File: config.mk
export PLATFORM = sky130hd
export DESIGN_NAME = ccff_chain_loader
export DESIGN_NICKNAME = d
export VERILOG_FILES = /design/src/rtl/ccff_chain_loader.sv
export SDC_FILE = /design/constraint.sdc
export NUM_CORES = 1
export LEC_CHECK = 0
export CORE_ASPECT_RATIO = 1.25
export CORE_MARGIN = 2
export CORE_UTILIZATION = 60
export DETAILED_ROUTE_END_ITERATION = 12
export PLACE_DENSITY = 0.81
export SYNTH_ARGS = -nofsm -noshare
export SYNTH_HDL_FRONTEND = slang
export SYNTH_SLANG_ARGS = --single-unit
File: constraint.sdc
create_clock -name prog_clk -period 6 [get_ports prog_clk]
set_clock_uncertainty 0.2 [all_clocks]
set_input_delay 1.2 -clock prog_clk [delete_from_list [all_inputs] [get_ports prog_clk]]
set_output_delay 1.2 -clock prog_clk [all_outputs]
set_load 0.02 [all_outputs]
File: src/rtl/ccff_chain_loader.sv
// Serial loader for the tile configuration chain: shifts CHAIN_LEN bits in from a word stream,
// then recirculates the chain once and compares CRCs of written vs. returned bits.
module ccff_chain_loader #(
  parameter  int CHAIN_LEN = 64,
  parameter  int WORD_W    = 8,
  localparam int CNT_W     = $clog2(CHAIN_LEN + 1)
) (
  input  logic              prog_clk,
  input  logic              pReset,
  input  logic              start,
  input  logic [WORD_W-1:0] cfg_data,
  input  logic              cfg_valid,
  output logic              cfg_ready,
  output logic              ccff_head,
  input  logic              ccff_tail,
  output logic              ccff_shift_en,
  output logic              busy,
  output logic              done,
  output logic              crc_ok
);

  localparam int IDX_W = (WORD_W > 1) ? $clog2(WORD_W) : 1;
  localparam logic [1:0] S_IDLE   = 2'd0;
  localparam logic [1:0] S_LOAD   = 2'd1;
  localparam logic [1:0] S_VERIFY = 2'd2;
  localparam logic [CNT_W-1:0] CNT_LAST = CNT_W'(CHAIN_LEN - 1);
  localparam logic [IDX_W-1:0] IDX_LAST = IDX_W'(WORD_W - 1);
  localparam logic [15:0] CRC_INIT = 16'hFFFF;

  logic [1:0]        r_state;
  logic [CNT_W-1:0]  r_cnt;
  logic [WORD_W-1:0] r_buf;
  logic [IDX_W-1:0]  r_bidx;
  logic              r_bvld;
  logic [15:0]       r_wr_crc;
  logic [15:0]       r_rd_crc;
  logic              r_done;
  logic              r_crc_ok;

  logic        w_load, w_verify, w_load_shift, w_last, w_buf_bit, w_buf_last, w_accept;
  logic [15:0] w_wr_crc_nxt, w_rd_crc_nxt;

  function automatic logic [15:0] crc_step(input logic [15:0] c, input logic b);
    crc_step = {c[14:0], 1'b0} ^ ((c[15] ^ b) ? 16'h1021 : 16'h0000);
  endfunction

  assign w_load       = (r_state == S_LOAD);
  assign w_verify     = (r_state == S_VERIFY);
  assign w_buf_bit    = r_buf[r_bidx];
  assign w_buf_last   = (r_bidx == IDX_LAST);
  assign w_load_shift = w_load & r_bvld;
  assign w_last       = (r_cnt == CNT_LAST);
  assign w_wr_crc_nxt = crc_step(r_wr_crc, w_buf_bit);
  assign w_rd_crc_nxt = crc_step(r_rd_crc, ccff_tail);

  // Refill while the last buffered bit goes out, but never on the final chain bit.
  assign cfg_ready     = w_load & (~r_bvld | (w_buf_last & ~w_last));
  assign w_accept      = cfg_valid & cfg_ready;
  assign ccff_shift_en = w_load_shift | w_verify;
  assign ccff_head     = w_verify ? ccff_tail : (w_load_shift & w_buf_bit);
  assign busy          = (r_state != S_IDLE);
  assign done          = r_done;
  assign crc_ok        = r_crc_ok;

  always_ff @(posedge prog_clk or posedge pReset) begin
    if (pReset) begin
      r_state  <= S_IDLE;
      r_cnt    <= '0;
      r_buf    <= '0;
      r_bidx   <= '0;
      r_bvld   <= 1'b0;
      r_wr_crc <= CRC_INIT;
      r_rd_crc <= CRC_INIT;
      r_done   <= 1'b0;
      r_crc_ok <= 1'b0;
    end else begin
      r_done <= 1'b0;
      case (r_state)
        S_IDLE: begin
          if (start) begin
            r_state  <= S_LOAD;
            r_cnt    <= '0;
            r_wr_crc <= CRC_INIT;
            r_rd_crc <= CRC_INIT;
            r_crc_ok <= 1'b0;
          end
        end
        S_LOAD: begin
          if (w_load_shift) begin
            r_wr_crc <= w_wr_crc_nxt;
            r_cnt    <= w_last ? '0 : r_cnt + CNT_W'(1);
            if (w_last) r_state <= S_VERIFY;
          end
          // Leftover bits of the final word are dropped at the LOAD->VERIFY edge.
          if (w_load_shift && w_last) begin
            r_bvld <= 1'b0;
          end else if (w_accept) begin
            r_buf  <= cfg_data;
            r_bidx <= '0;
            r_bvld <= 1'b1;
          end else if (w_load_shift) begin
            if (w_buf_last) r_bvld <= 1'b0;
            else            r_bidx <= r_bidx + IDX_W'(1);
          end
        end
        S_VERIFY: begin
          r_rd_crc <= w_rd_crc_nxt;
          if (w_last) begin
            r_state  <= S_IDLE;
            r_cnt    <= '0;
            r_done   <= 1'b1;
            r_crc_ok <= (w_rd_crc_nxt == r_wr_crc);
          end else begin
            r_cnt <= r_cnt + CNT_W'(1);
          end
        end
        default: r_state <= S_IDLE;
      endcase
    end
  end

endmodule

==> reports/results.tsv, run 1 <==
stage	metric	value	unit
power	internal-power	0.921	mW
setup_path	crit_buf_inv	2	
layout	layoutNonFillerInstCount	288	
setup_path	crit_family	buffers and inverters	
power	seqPwrFrac	42.6	%
global_routing	grt_pass1_vias	1845	
run_status	outcome	completed	
yosys	synth_edf_count	0	
timing	drv_slew	0	
setup_path	crit_path_end_kind	output pin	
clock_network	numCtsBuffers	5	
power	irDropWorstVdd	0.000296	V
yosys	ys_seq_area_share	54.2	%
detailed_routing	post_drt_wl_per_cell	17.2	um
clock_network	hold_buffers	0	
yosys	synth-seq-cells	55	
place	gp_congestion	0.798	
global_routing	antenna_found_initial	0	
power	swShare	39.4	%
yosys	synth_top_flop_cell	dfstp_2	
layout	area_growth	11.9	%
setup_path	cp-start-kind	input pin	
floorplanning	rows	26	
layout	antenna_cells	0	
setup_path	worstPathArrival	2.46	ns
global_routing	gr-total-overflow	0	
yosys	synth_nets	235	
detailed_routing	drt_wl_total	4.97	mm
power	power_density	519	mW/mm2
yosys	async_flop_share	100	%
clock_network	ctsResizeCount	0	
layout	fillers	334	
power	p_switching	0.598	mW
detailed_routing	drcViolationCount	0	
layout	final_nets	252	
setup_path	crit_slowest_cell	clkdlybuf4s50_1	
place	io_buffers	18	
place	dp_hpwl	3.55	mm
layout	drive_gt1_share	22.4	%
timing	setup_tns	0	ns
setup_path	regToRegStartpoint	r_state[0]$_DFFE_PP0P_	
timing	setup_violations	0	
timing	tightestPinTransition	1.28	ns
global_routing	grt_usage	23.0	%
global_routing	grt_pass1_wl	8.78	mm
setup_path	crit_fanout	2	
yosys	synth_common_cells	dfstp_2 (32), o22a_1 (30), dfrtp_1 (23)	
min_path	hold_class	reg2reg	
power	p_clk_share	13.7	%
global_routing	grt_max_degree	56	
timing	fmax	0.259	GHz
clock_network	tritoncts	yes	
clock_network	clk_path_buf_depth	2	
clock_network	clock_latency	0.31	ns
detailed_routing	first_pass_iters	4	
yosys	netlist_area	0.00262	mm2
yosys	yosys.area.top_type	dfstp_2	
detailed_routing	ant_nets	0	
timing	post-route-min-period	3.86	ns
setup_path	crit_type	in2out	
detailed_routing	avgViaCountPerCell	5.98	
floorplanning	die_x	63.1	um
detailed_routing	via_count	1721	
setup_path	crit_required	4.60	ns
clock_network	cts_setup_buffers	0	
floorplanning	core_area	0.00413	mm2
setup_path	startpoint	ccff_tail	
yosys	yosysWarningCount	0	
floorplanning	die-area	0.00491	mm2
yosys	synth_cells	214	
setup_path	path_cells	clkdlybuf4s50_1 -> nand2_1 -> o31ai_1 -> clkdlybuf4s50_1	
clock_network	cts.reportedPaths.clkPinSlew	0.10	ns
setup_path	cpPeakStageDelay	0.63	ns
yosys	synth.top_cell.area_share	32.2	%
yosys	synth_area_leaders	dfstp_2 (32%), dfrtp_1 (22%), o22a_1 (10%), xnor2_1 (4.4%), xor2_1 (4.0%)	
clock_network	cts.sinks	55	
power	power.share.combinational	43.7	%
timing	slew_headroom	14.9	%
floorplanning	pin_count	19	
clock_network	htree_num_levels	2	
timing	rsz0062_at_grt	no	
place	place_inst	280	
power	leakagePower	1.15	nW
yosys	yosysMostFrequentCell	dfstp_2	
run	maxCapViolCount	0	
detailed_routing	drtIter0Drc	56	
floorplanning	start_util	63.3	%
timing	timing.final.crit_share	64.4	%
timing	hold_viol	0	
floorplanning	die_y	77.8	um
yosys	synth.distinct_cells	35	
clock_network	clockRootBuffer	clkbuf_8	
yosys	syn_avg_cell_area	12.2	um2
min_path	worstHoldStart	r_buf[5]$_DFFE_PP0P_	
setup_path	crit_top_cell	clkdlybuf4s50_1	
-- state kept, by name (all words and copies together), names as in the netlist --
| name | cells |
|---|---|
| r_bvld | 1 |
| done | 1 |
| r_wr_crc | 16 |
| r_bidx | 3 |
| crc_ok | 1 |
| r_state | 2 |
| r_buf | 8 |
| r_rd_crc | 16 |
| r_cnt | 7 |
-- placed cells by master (no fill, tap or decap), types with 9 or more instances in the layout --
cell             Yosys  routed
dfrtp_1             23      23
o22a_1              30      30
dfstp_2             32      32
xnor2_1             13      13
mux2_2               9       9
inv_1               10       9
xor2_1              12      12
clkdlybuf4s50_1      0      18
nor2_1              10      10
nand2_1             10      10
-- power by group through the flow --
| stage | sequential (mW) | clock (mW) | combinational [mW] |
|---|---|---|---|
| 2_1_floorplan | 0.620 | 0 | 0.517 |
| 3_3_place_gp | 0.642 | 0 | 0.627 |
| 3_5_place_dp | 0.654 | 0 | 0.661 |
| 4_1_cts | 0.646 | 0.213 | 0.664 |
| 5_1_grt | 0.666 | 0.228 | 0.730 |
| 6_report | 0.646 | 0.208 | 0.664 |
-- logic make-up after synthesis --
group                      synth area share [%]
AOI/OAI and AO/OA                          15.5
xor gates and xnor gates                   8.37
muxes                                      7.89
adders and majority gates                  3.83
buffers and inverters                      2.68
DFF                                        54.2
and+or+nand+nor                            7.61
-- final timing paths --
check,slack (ns),to,cells past startpoint
worst max-delay path,2.14,ccff_head,4
worst min-delay path,0.32,r_buf[5]$_DFFE_PP0P_,1
worst max register to register,3.16,crc_ok$_DFFE_PP0P_,7
worst min register to register,0.32,r_buf[5]$_DFFE_PP0P_,1
max in group asynchronous,3.67,r_bvld$_DFFE_PP0P_,2
min in group asynchronous,1.28,r_buf[7]$_DFFE_PP0P_,2
-- worst reg2reg max path, delay by kind of cell (launching register included) --
family,cells,cell delay (ns)
adder cells (fa/ha/maj),1,0.37
flip-flops,1,0.44
AND/OR/NAND/NOR,1,0.13
AO/OA/AOI/OAI,3,1.32
buffers and inverters,2,0.29
-- metrics by stage --
stage	setup slack (ns)	power [mW]	hold WS, ns	util [%]	instance area, um2
after floorplan	3.18	1.14	0.272	-	2620
final	2.14	1.52	0.317	70.8	2930
after global placement	2.13	1.27	0.285	68.6	2830
after CTS	2.13	1.52	0.318	70.8	2930
after detailed placement	2.13	1.31	0.295	68.6	2830
after global routing	2.09	1.62	0.338	70.8	2930
-- per-layer routing --
| layer | vias to the layer above | wire [um] | track usage [%] | share of wire (%) |
|---|---|---|---|---|
| li1 | 805 | - | - | - |
| met1 | 870 | 1990 | 27.0 | 40 |
| met2 | 38 | 2710 | 41.7 | 55 |
| met3 | 8 | 173 | 3.62 | 3.5 |
| met4 | 0 | 94 | 9.33 | 1.9 |
| met5 | - | 0 | 0 | 0 |
-- cell type report --
type	count	area, um2	area share, %
clock inverter	3	23.8	0.813
inverter	10	37.5	1.28
multi-input combinational	141	1130	38.6
tap	56	70.1	2.40
timing repair buffer	18	180	6.16
clock buffer	5	68.8	2.35
sequential	55	1420	48.4
Power figures use the tool's default switching activity.
==> inputs of run 2 (changes only) <==
--- a/config.mk
+++ b/config.mk
@@ -7,9 +7,9 @@
 export LEC_CHECK = 0
 export CORE_ASPECT_RATIO = 1.25
 export CORE_MARGIN = 2
-export CORE_UTILIZATION = 60
+export CORE_UTILIZATION = 52
 export DETAILED_ROUTE_END_ITERATION = 12
-export PLACE_DENSITY = 0.81
+export PLACE_DENSITY = 0.75
 export SYNTH_ARGS = -nofsm -noshare
 export SYNTH_HDL_FRONTEND = slang
 export SYNTH_SLANG_ARGS = --single-unit
==> constraint.sdc (replaced) <==
create_clock -name prog_clk -period 3.2 [get_ports prog_clk]
set_clock_uncertainty 0.2 [all_clocks]
set_input_delay 0.64 -clock prog_clk [delete_from_list [all_inputs] [get_ports prog_clk]]
set_output_delay 0.64 -clock prog_clk [all_outputs]
set_load 0.02 [all_outputs]
==> reports/results.tsv, run 2 (same netlist as run 1, synthesis figures left out) <==
stage	metric	value	unit
timing	post-route-min-period	2.97	ns
layout	final_cell_mix	dfstp_2 (32), o22a_1 (30), dfrtp_1 (23)	
layout	antenna_cells	0	
layout	final_nets	255	
power	power	2.81	mW
timing	drv_slew	0	
place	dp_hpwl	3.28	mm
min_path	hold_class	reg2reg	
layout	drive_gt1_share	22.6	%
detailed_routing	drtIter0Drc	85	
place	io_buffers	18	
timing	rsz0062_at_grt	no	
setup_path	cpPeakStageDelay	0.53	ns
setup_path	cp-start-kind	register	
power	power_density	951	mW/mm2
layout	area_growth	13.2	%
power	irDropWorstVdd	0.000532	V
place	gp_congestion	0.790	
global_routing	grt_max_degree	38	
run	maxCapViolCount	0	
clock_network	cts.sinks	55	
timing	setup_violations	0	
clock_network	tritoncts	yes	
floorplanning	die-area	0.00562	mm2
setup_path	crit_path_end_kind	output pin	
detailed_routing	drt_wl_total	4.54	mm
detailed_routing	first_pass_iters	4	
setup_path	path_cells	ha_1 -> nand3_2 -> nor3_2 -> o21ai_1 -> and2_1 -> clkdlybuf4s50_1	
detailed_routing	ant_nets	0	
floorplanning	start_util	54.5	%
clock_network	htree_num_levels	2	
global_routing	gr-total-overflow	0	
floorplanning	pin_count	19	
power	swShare	38.0	%
clock_network	numCtsBuffers	5	
power	seqPwrFrac	42.9	%
clock_network	clockRootBuffer	clkbuf_8	
timing	hold_viol	0	
detailed_routing	post_drt_wl_per_cell	15.4	um
floorplanning	die_y	83.3	um
global_routing	grt_pass1_wl	8.09	mm
timing	slew_headroom	56.4	%
layout	final_common_cell	dfstp_2	
clock_network	cts.reportedPaths.clkPinSlew	0.09	ns
global_routing	antenna_found_initial	0	
setup_path	crit_required	2.36	ns
global_routing	grt_pass1_vias	1796	
detailed_routing	drcViolationCount	0	
timing	fmax	0.336	GHz
setup_path	crit_type	reg2out	
clock_network	cts_setup_buffers	0	
timing	tightestPinTransition	0.653	ns
power	leakagePower	1.18	nW
setup_path	crit_slowest_cell	clkdlybuf4s50_1	
clock_network	clock_latency	0.30	ns
detailed_routing	avgViaCountPerCell	5.66	
clock_network	clk_path_buf_depth	2	
run_status	outcome	completed	
floorplanning	die_x	67.4	um
power	p_clk_share	13.0	%
power	internal-power	1.74	mW
floorplanning	core_area	0.00480	mm2
setup_path	crit_fanout	5	
power	p_switching	1.07	mW
timing	setup_tns	0	ns
detailed_routing	via_count	1669	
layout	biggestRegsByFlops	r_rd_crc: 16 flops, r_wr_crc: 16 flops, r_buf: 8 flops	
floorplanning	rows	28	
setup_path	worstPathArrival	2.13	ns
global_routing	grt_usage	18.5	%
timing	timing.final.crit_share	92.9	%
power	power.share.combinational	44.0	%
clock_network	hold_buffers	0	
==> run 2: cell count changes in the layout (fill, tap and decap cells not counted), sizes merged <==
cell,previous run,this run
clkinv,2,0
dlymetal6s2s,0,1
clkdlybuf4s50,18,17
buf,0,3
inv,11,10
clkbuf,5,8
==> run 2: worst max-delay path, delay by kind of cell (launching register included) <==
| family | cells | cell delay, ns |
|---|---|---|
| and+or+nand+nor | 3 | 0.57 |
| buffers and inverters | 1 | 0.53 |
| DFF | 1 | 0.42 |
| adders and majority gates | 1 | 0.22 |
| AOI/OAI and AO/OA | 1 | 0.10 |
==> run 2: stage by stage <==
stage	std cells	cell area [um2]	utilization (%)	setup slack, ns	hold WS (ns)
after floorplan	214	2620	-	0.938	0.272
after global placement	287	2870	59.9	0.365	0.269
after detailed placement	287	2870	59.9	0.389	0.289
after CTS	295	2950	61.5	0.0995	0.310
after global routing	295	2960	61.7	0.0711	0.334
final	295	2960	61.7	0.227	0.306
==> run 2: power by group through the flow <==
stage	Combinational [mW]	Clock, mW	Sequential, mW
floorplan	0.970	0	1.16
global placement	1.23	0	1.21
detailed placement	1.24	0	1.22
CTS	1.25	0.376	1.21
global route	1.37	0.408	1.24
finish	1.24	0.367	1.21
==> run 2: final cells by class <==
| cell class | instances | area, um2 |
|---|---|---|
| clock buffer | 8 | 80.1 |
| sequential | 55 | 1420 |
| fill | 394 | 1840 |
| multi-input combinational | 141 | 1130 |
| timing repair buffer | 21 | 218 |
| tap | 60 | 75.1 |
| inverter | 10 | 37.5 |
==> run 2: timing repair <==
| item | in CTS | in global routing |
|---|---|---|
| endpoints found under the hold margin | 0 | 0 |
| resized for setup | 0 | 2 |
| endpoints found under the setup margin | 0 | 2 |
==> run 2: path summary, 6_finish.rpt <==
kind / cells after the start / slack, ns / from / endpoint
max in group asynchronous: 3 / 1.76 / pReset / r_rd_crc[10]$_DFFE_PP1P_
worst min register to register: 1 / 0.31 / r_buf[5]$_DFFE_PP0P_ / r_buf[5]$_DFFE_PP0P_
min in group asynchronous: 2 / 0.44 / pReset / r_buf[6]$_DFFE_PP0P_
worst max-delay path: 6 / 0.23 / r_cnt[0]$_DFFE_PP0P_ / cfg_ready
worst min-delay path: 1 / 0.31 / r_buf[5]$_DFFE_PP0P_ / r_buf[5]$_DFFE_PP0P_
worst max register to register: 7 / 0.95 / r_state[0]$_DFFE_PP0P_ / crc_ok$_DFFE_PP0P_
==> run 2: metal layers <==
metal,vias to the layer above,track usage (%),wire (um),share of wire (%)
met5,-,0,0,0
met4,0,5.38,59,1.3
met3,6,3.66,110,2.4
met2,26,31.2,2330,51
met1,825,23.6,2030,45
li1,812,-,-,-
==> inputs of run 3 (changes only) <==
--- a/config.mk
+++ b/config.mk
@@ -9,7 +9,7 @@
 export CORE_MARGIN = 2
 export CORE_UTILIZATION = 52
 export DETAILED_ROUTE_END_ITERATION = 12
-export PLACE_DENSITY = 0.75
+export PLACE_DENSITY = 0.8
 export SYNTH_ARGS = -nofsm -noshare
 export SYNTH_HDL_FRONTEND = slang
 export SYNTH_SLANG_ARGS = --single-unit
==> reports/results.tsv, run 3 (same netlist as run 1, synthesis figures left out) <==
stage	metric	value	unit
floorplanning	pin_count	19	
detailed_routing	via_count	1701	
place	dp_hpwl	3.54	mm
detailed_routing	post_drt_wl_per_cell	16.2	um
run	maxCapViolCount	0	
timing	tightestPinTransition	0.798	ns
setup_path	crit_type	reg2out	
timing	setup_tns	0	ns
detailed_routing	avgViaCountPerCell	5.75	
global_routing	grt_max_degree	39	
setup_path	crit_required	2.36	ns
place	gp_congestion	0.756	
layout	final_cell_mix	dfstp_2 (32), o22a_1 (30), dfrtp_1 (23)	
global_routing	gr-total-overflow	0	
layout	final_common_cell	dfstp_2	
floorplanning	rows	28	
detailed_routing	drt_wl_total	4.80	mm
clock_network	htree_num_levels	2	
detailed_routing	drtIter0Drc	52	
timing	timing.final.crit_share	94.6	%
clock_network	clockRootBuffer	clkbuf_8	
timing	post-route-min-period	3.03	ns
clock_network	tritoncts	yes	
min_path	hold_class	reg2reg	
detailed_routing	drcViolationCount	0	
clock_network	clk_path_buf_depth	2	
setup_path	worstPathArrival	2.19	ns
layout	fillers	373	
setup_path	cp-start-kind	register	
global_routing	grt_pass1_vias	1740	
timing	rsz0062_at_grt	no	
clock_network	cts.reportedPaths.clkPinSlew	0.09	ns
power	leakagePower	1.18	nW
setup_path	crit_fanout	4	
place	io_buffers	18	
power	power_density	961	mW/mm2
layout	antenna_cells	0	
layout	final_nets	256	
place	place_inst	288	
floorplanning	core_area	0.00480	mm2
floorplanning	die-area	0.00562	mm2
run_status	outcome	completed	
layout	area_growth	13.8	%
detailed_routing	first_pass_iters	4	
min_path	worstHoldStart	r_buf[6]$_DFFE_PP0P_	
layout	layoutNonFillerInstCount	296	
timing	drv_slew	0	
timing	slew_headroom	46.7	%
timing	setup_violations	0	
floorplanning	start_util	54.5	%
setup_path	regToRegStartpoint	r_cnt[0]$_DFFE_PP0P_	
detailed_routing	ant_nets	0	
global_routing	antenna_found_initial	0	
global_routing	grt_usage	19.2	%
clock_network	cts_setup_buffers	0	
layout	drive_gt1_share	23.7	%
floorplanning	die_y	83.3	um
setup_path	crit_path_end_kind	output pin	
timing	fmax	0.330	GHz
global_routing	grt_pass1_wl	8.20	mm
timing	hold_viol	0	
clock_network	clock_latency	0.31	ns
setup_path	startpoint	r_bidx[0]$_DFFE_PP0P_	
layout	biggestRegsByFlops	r_rd_crc: 16 flops, r_wr_crc: 16 flops, r_buf: 8 flops	
clock_network	cts.sinks	55	
power	irDropWorstVdd	0.000501	V
clock_network	numCtsBuffers	5	
floorplanning	die_x	67.4	um
==> run 3: cell types whose count changed in the layout (fill, tap and decap cells not counted), sizes merged <==
cell	previous run	this run
buf	3	4
clkinv	0	1
dlymetal6s2s	1	0
clkdlybuf4s50	17	18
clkbuf	8	7
==> run 3: worst paths after layout <==
check                           slack (ns)                      end  depth (start not counted)
worst max-delay path                  0.17                ccff_head                          4
worst min-delay path                  0.32     r_buf[6]$_DFFE_PP0P_                          1
worst max register to register        1.01     r_buf[0]$_DFFE_PP0P_                          6
worst min register to register        0.32     r_buf[6]$_DFFE_PP0P_                          1
max in group asynchronous             1.53  r_wr_crc[8]$_DFFE_PP1P_                          3
min in group asynchronous             0.62     r_buf[6]$_DFFE_PP0P_                          2
==> run 3: worst max-delay path, stage by stage (launching register included) <==
cell,delay [ns]
dfrtp_1,0.44
mux4_1,0.62
mux2i_4,0.18
o31ai_1,0.08
clkdlybuf4s50_1,0.55
==> run 3: final cells by class <==
type                            count  area (um2)  share of cell area [%]
Sequential cell                    55        1420                    47.6
Tap cell                           60        75.1                    2.52
Clock buffer                        7        86.3                    2.90
Inverter                           10        37.5                    1.26
Timing Repair Buffer               22         223                    7.48
Multi-Input combinational cell    141        1130                    38.1
Clock inverter                      1        5.00                   0.168
==> run 3: repair_timing <==
action	CTS	global route
hold buffers	0	0
setup endpoints to repair	0	1
resized for setup	0	1
endpoints found under the hold margin	0	0
==> run 3: stage by stage <==
step           area (um2)  utilization (%)  hold WS [ns]  power (mW)  worst slack (ns)
2_1_floorplan        2620                -         0.272        2.13             0.938
3_3_place_gp         2880             60.0         0.287        2.44             0.455
3_5_place_dp         2880             60.0         0.302        2.48             0.447
4_1_cts              2970             61.9         0.324        2.87             0.104
5_1_grt              2980             62.0         0.342        3.05            0.0936
6_report             2980             62.0         0.319        2.86             0.174
==> run 3: layer usage <==
layer  routed length, um  up-vias  share of wire (%)  global-route usage, %
li1                    -      813                  -                      -
met1                2010      855                 42                   23.9
met2                2570       24                 54                   32.8
met3                 120        9                2.5                   4.34
met4                  96        0                2.0                   5.75
met5                   0        -                  0                      0
==> run 3: power breakdown <==
| group | internal [mW] | switching (mW) |
|---|---|---|
| Combinational | 0.595 | 0.660 |
| Clock | 0.175 | 0.216 |
| Sequential | 1.00 | 0.213 |
| Total | 1.77 | 1.09 |
